==> config.mk <==
export PLATFORM = sky130hd
export DESIGN_NAME = sound_latch
export DESIGN_NICKNAME = d
export VERILOG_FILES = /design/src/rtl/sound_latch.sv
export SDC_FILE = /design/constraint.sdc
export NUM_CORES = 1
export LEC_CHECK = 0
export BUFFER_PORTS_ARGS = -buffer_cell sky130_fd_sc_hd__buf_2
export CORE_ASPECT_RATIO = 0.9
export CORE_MARGIN = 2
export CORE_UTILIZATION = 30
export DETAILED_ROUTE_END_ITERATION = 7
export GPL_ROUTABILITY_DRIVEN = 0
export PLACE_DENSITY = 0.6
export SYNTH_ARGS = -nofsm -noshare
export SYNTH_HDL_FRONTEND = slang
export SYNTH_SLANG_ARGS = --single-unit
==> constraint.sdc <==
create_clock -name clk -period 1.1 [get_ports clk]
set_input_delay 0 -clock clk [delete_from_list [all_inputs] [get_ports clk]]
set_output_delay 0 -clock clk [all_outputs]
set_load 0.01 [all_outputs]
==> src/rtl/sound_latch.sv <==
// sound_latch: bidirectional mailbox between the main 68000 and the sound
// 68000. latch0 carries main->sound data and drives the sound CPU's IRQ4
// while data is pending; latch1 carries sound->main data.
//
// Writes commit at the high-to-low edge of the CPU address strobe, once per
// bus cycle. The sound CPU's read of latch0 acts as a pop/acknowledge at the
// low-to-high strobe edge. The pop decision uses the cycle kind captured at
// the start of the cycle, because the address may already be changing when
// the strobe rises.
//
// Build option: define SOUND_LATCH_FIFO_EN to turn latch0 into a FIFO_DEPTH
// circular queue with overflow flag. Without it, latch0 is a single register
// with a pending bit, and latch0_ovf is tied to 0.
//
// Parameters:
//   FIFO_DEPTH       latch0 queue depth (power of two, >= 2), FIFO build only
// Ports:
//   clk, reset       system clock, synchronous active-high reset
//   m68kp_as_n/rw    main CPU strobe and read(1)/write(0)
//   m68kp_latch0_cs  main select of latch0 (write side)
//   m68kp_latch1_cs  main select of latch1 (read side)
//   m68kp_dout       main CPU write data
//   m68kp_latch_din  latch1 contents to the main CPU read mux
//   m68ks_as_n/rw    sound CPU strobe and read/write
//   m68ks_latch0_cs  sound select of latch0 (read side)
//   m68ks_latch1_cs  sound select of latch1 (write side)
//   m68ks_dout       sound CPU write data
//   m68ks_latch_din  latch0 head to the sound CPU read mux
//   m68ks_iack       IRQ4 acknowledge pulse (single-register build only)
//   m68ks_irq4_n     active-low IRQ4 to the sound CPU
//   latch0_ovf       sticky: a latch0 write was dropped

module sound_latch #(
  parameter int FIFO_DEPTH = 4
) (
  input  logic        clk,
  input  logic        reset,
  input  logic        m68kp_as_n,
  input  logic        m68kp_rw,
  input  logic        m68kp_latch0_cs,
  input  logic        m68kp_latch1_cs,
  input  logic [15:0] m68kp_dout,
  output logic [15:0] m68kp_latch_din,
  input  logic        m68ks_as_n,
  input  logic        m68ks_rw,
  input  logic        m68ks_latch0_cs,
  input  logic        m68ks_latch1_cs,
  input  logic [15:0] m68ks_dout,
  output logic [15:0] m68ks_latch_din,
  input  logic        m68ks_iack,
  output logic        m68ks_irq4_n,
  output logic        latch0_ovf
);

  logic m_as_q, s_as_q;
  // "armed" means the strobe has been seen high since reset; it keeps a
  // strobe that is still low when reset releases from looking like a start.
  logic m_armed, s_armed;
  logic s_kind_rd0;
  logic m_start, s_start, s_end;
  logic m_push, s_wr1, s_pop;
  logic pending;
  logic [15:0] latch1;

  assign m_start = m_as_q & ~m68kp_as_n & m_armed;
  assign s_start = s_as_q & ~m68ks_as_n & s_armed;
  assign s_end   = ~s_as_q & m68ks_as_n;

  assign m_push = m_start & m68kp_latch0_cs & ~m68kp_rw;
  assign s_wr1  = s_start & m68ks_latch1_cs & ~m68ks_rw;
  assign s_pop  = s_end & s_kind_rd0;

  always_ff @(posedge clk) begin
    if (reset) begin
      m_as_q     <= 1'b1;
      s_as_q     <= 1'b1;
      m_armed    <= m68kp_as_n;
      s_armed    <= m68ks_as_n;
      s_kind_rd0 <= 1'b0;
      latch1     <= 16'h0000;
    end else begin
      m_as_q  <= m68kp_as_n;
      s_as_q  <= m68ks_as_n;
      m_armed <= m_armed | m68kp_as_n;
      s_armed <= s_armed | m68ks_as_n;
      if (s_start)
        s_kind_rd0 <= m68ks_latch0_cs & m68ks_rw;
      if (s_wr1)
        latch1 <= m68ks_dout;
    end
  end

  assign m68kp_latch_din = latch1;
  assign m68ks_irq4_n    = ~pending;

`ifdef SOUND_LATCH_FIFO_EN

  localparam int AW = $clog2(FIFO_DEPTH);
  localparam logic [AW:0] DEPTH_C = (AW+1)'(FIFO_DEPTH);

  logic [15:0]   mem [FIFO_DEPTH];
  logic [AW-1:0] wr_ptr, rd_ptr;
  logic [AW:0]   count;
  logic [15:0]   last_pop;
  logic          ovf;
  logic          full, empty, pop_ok, push_ok;
  logic          unused_inputs;

  assign full    = (count == DEPTH_C);
  assign empty   = (count == '0);
  assign pop_ok  = s_pop & ~empty;
  // A simultaneous pop frees a slot, so a push into a full queue still fits.
  assign push_ok = m_push & (~full | pop_ok);

  always_ff @(posedge clk) begin
    if (reset) begin
      wr_ptr   <= '0;
      rd_ptr   <= '0;
      count    <= '0;
      last_pop <= 16'h0000;
      ovf      <= 1'b0;
      for (int i = 0; i < FIFO_DEPTH; i++)
        mem[i] <= 16'h0000;
    end else begin
      if (push_ok) begin
        mem[wr_ptr] <= m68kp_dout;
        wr_ptr      <= wr_ptr + 1'b1;
      end
      if (pop_ok) begin
        last_pop <= mem[rd_ptr];
        rd_ptr   <= rd_ptr + 1'b1;
      end
      case ({push_ok, pop_ok})
        2'b10:   count <= count + 1'b1;
        2'b01:   count <= count - 1'b1;
        default: count <= count;
      endcase
      if (m_push & ~push_ok)
        ovf <= 1'b1;
    end
  end

  // When drained, the sound CPU keeps seeing the value it last popped.
  assign m68ks_latch_din = empty ? last_pop : mem[rd_ptr];
  assign pending         = ~empty;
  assign latch0_ovf      = ovf;
  assign unused_inputs   = m68ks_iack & m68kp_latch1_cs;

`else

  logic [15:0] latch0;
  logic        unused_inputs;

  always_ff @(posedge clk) begin
    if (reset) begin
      latch0  <= 16'h0000;
      pending <= 1'b0;
    end else begin
      if (m_push)
        latch0 <= m68kp_dout;
      // A new write beats a same-clock pop or acknowledge.
      if (m_push)
        pending <= 1'b1;
      else if (s_pop | m68ks_iack)
        pending <= 1'b0;
    end
  end

  assign m68ks_latch_din = latch0;
  assign latch0_ovf      = 1'b0;
  assign unused_inputs   = m68kp_latch1_cs;

`endif

endmodule

==> results.toml <==
[final_layout]
final_common_cell = "buf_2"
drive_above_1_share_pct = 36.2
fill_cells = 476
final_cell_mix = "buf_2 (74), nand2_1 (65), dlygate4sd3_1 (35), dfxtp_1 (35), mux2i_1 (32)"
postLayoutCellArea_um2 = 2470
syn_to_final_growth_pct = 59.5
layout.nets = 319
antennaDiodeCount = 0

[yosys]
yosysTopAreaCell = "dfxtp_1"
synthTopCellsByArea = "dfxtp_1 (49%), mux2i_1 (21%), nand2_1 (16%)"
synth_area_per_cell_um2 = 9.46
syn_area_um2 = 1550
synthCells = 164
ys_ff_latch = 38
yosys.area.top_type_share_pct = 49.0
seq_area_frac_synth_pct = 49.0
yosysUniqueCellTypes = 21
ys.warnings.count = 0
syn-num-nets = 207

[clock_network]
clock-sinks = 38
clk_latency_ps = 280
cts_root_buf = "clkbuf_8"
cts_tree = "built"
cts_buffer_depth = 2
ctsHtreeMaxLevel = 2
clk_pin_slew_ps = 70
cts_buffers = 5

[job]
cap_violations = 0

[timing]
hold_viol_final = 0
post-route-period-util_pct = 107
max_freq_mhz = 848
rsz0062_at_grt = "true"
setup_ws_ps = -78.8
maxSlewViolCount = 0
fin_skew_ps = 2.89
period_needed_ps = 1180
setup_viol = 25

[global_route]
grt_pass1_vias = 1444
overflow = 0
grt.total_usage_pct = 14.0
antenna_found_initial = 0
grt_first_pass_wirelength_um = 6260
grt_max_degree = 35

[placement]
numPortBuffers = 74
hpwl_um = 2320
dpl-instance-area_um2 = 2000

[detailed_routing]
wl_per_cell_um = 10.6
vias_per_cell = 4.15
num_vias = 1414
drt-pass1-iter-count = 4
drc_errors = 0
final_antenna_net_count = 0
drt-initial-drc-count = 43
finalWirelength_um = 3600

[power_and_ir_drop]
power_w = 0.00271
leakagePower_nw = 1.13
ir_drop_uv = 597
powerDensity_nw_per_um2 = 1090

[setup_path]
cp-end-kind = "register"
crit_chain = "nand2_4 > nor4b_4 > buf_12 > mux2i_1"
cpLargestDelayFamily = "flip-flops"
cp_data_arrival_time_ps = 1380
regToRegStartpoint = "s_as_q"
reg2reg_slack_ps = -80
cp_max_fo = 16
start_kind = "register"
r2r_cells = 4
r2r_end = "m68kp_latch_din[6]"
path_class = "register to register"
required_ps = 1310
cp.depth = 4
crit_slowest_cell = "dfxtp_2"
cpPeakStageDelay_ps = 350
crit_buf_inv = 1

[run_status]
violations = "negative setup slack"
status = "complete, but fails checks"

[worst_hold_path]
hp-start = "m68ks_as_n"
hold_path_end = "s_as_q"
holdPathStages = 2
hold_class = "input port to register"

[floorplanning]
fp.dieH_um = 72.2
num_rows = 24
die_x_um = 79.8
dieArea_um2 = 5760
core_um2 = 4920
start_util_pct = 31.5
ios = 77
## synthesized netlist by cell type, drive strengths merged
cell type	n
a21o	2
a21oi	1
a311oi	1
buf	9
clkbuf	3
conb	1
dfxtp	38
inv	3
mux2i	32
nand2	66
nand3b	1
nor3b	1
nor4b	1
o21a	1
o21ai	1
or2	2
or3	1
## flip-flops by register name, summed over array words and instances (netlist names)
name and cells:
pending 1, s_armed 1, m_armed 1, s_kind_rd0 1, m_as_q 1, m68ks_latch_din 16, s_as_q 1, m68kp_latch_din 16
## layout make-up
type | count | area, um^2 | share of cell area, %
tap | 65 | 81.3 | 3.29
timing repair buffer | 117 | 833 | 33.7
inverter | 3 | 11.3 | 0.455
clock buffer | 7 | 76.3 | 3.08
sequential | 38 | 764 | 30.9
multi-input combinational | 111 | 708 | 28.6
## metrics by stage
| stage | util [%] | setup TNS (ps) | instances | hold slack [ps] | setup slack, ps |
|---|---|---|---|---|---|
| after floorplan | - | -348 | 164 | 69.1 | -34.8 |
| after global placement | 40.7 | -88.3 | 296 | 206 | -7.24 |
| after detailed placement | 40.7 | -878 | 296 | 208 | -83.9 |
| after CTS | 50.3 | -1690 | 341 | 5.97 | -100 |
| after global routing | 50.3 | -3230 | 341 | 24.7 | -150 |
| final | 50.3 | -1210 | 341 | 24.2 | -78.8 |
## power breakdown
group / switching [W] / internal, W
sequential: 0.0000205 / 0.00142
clock: 0.000435 / 0.000436
combinational: 0.000162 / 0.000236
## worst max-delay path by stage
stage | from | end | slack, ps
2_1_floorplan | s_as_q | m68kp_latch_din[10] | -30
3_3_place_gp | s_as_q | m68kp_latch_din[1] | -7
3_5_place_dp | s_as_q | m68kp_latch_din[2] | -80
4_1_cts | s_as_q | m68kp_latch_din[2] | -100
5_1_grt | s_as_q | m68kp_latch_din[6] | -150
6_report | s_as_q | m68kp_latch_din[6] | -80
## cells by family (layout without fill, tap and decap cells)
| family | count (synthesis) | count (layout) | share of synthesized area [%] |
|---|---|---|---|
| flip-flops | 38 | 38 | 49.0 |
| AND/OR/NAND/NOR | 72 | 72 | 20.3 |
| AO/OA/AOI/OAI | 6 | 6 | 2.74 |
| other | 1 | 1 | 0.242 |
| buffers and inverters | 15 | 127 | 7.02 |
| multiplexers | 32 | 32 | 20.6 |
## timing repair
item,in CTS,in global routing
endpoints found under the setup margin,30,34
pin swaps,0,2
resized for setup,2,5
buffers inserted,2,1
gates cloned,1,0
endpoints found under the hold margin,37,0
hold buffers,35,0
## metal layers
metal  vias up  share of wire, %  global-route usage, %
met4         0               1.5                   5.65
met3         7               6.5                   4.10
met5         -                 0                      0
li1        749                 -                      -
met1       614                44                   15.7
met2        44                48                   24.8
(Power assumes the default switching activity.)
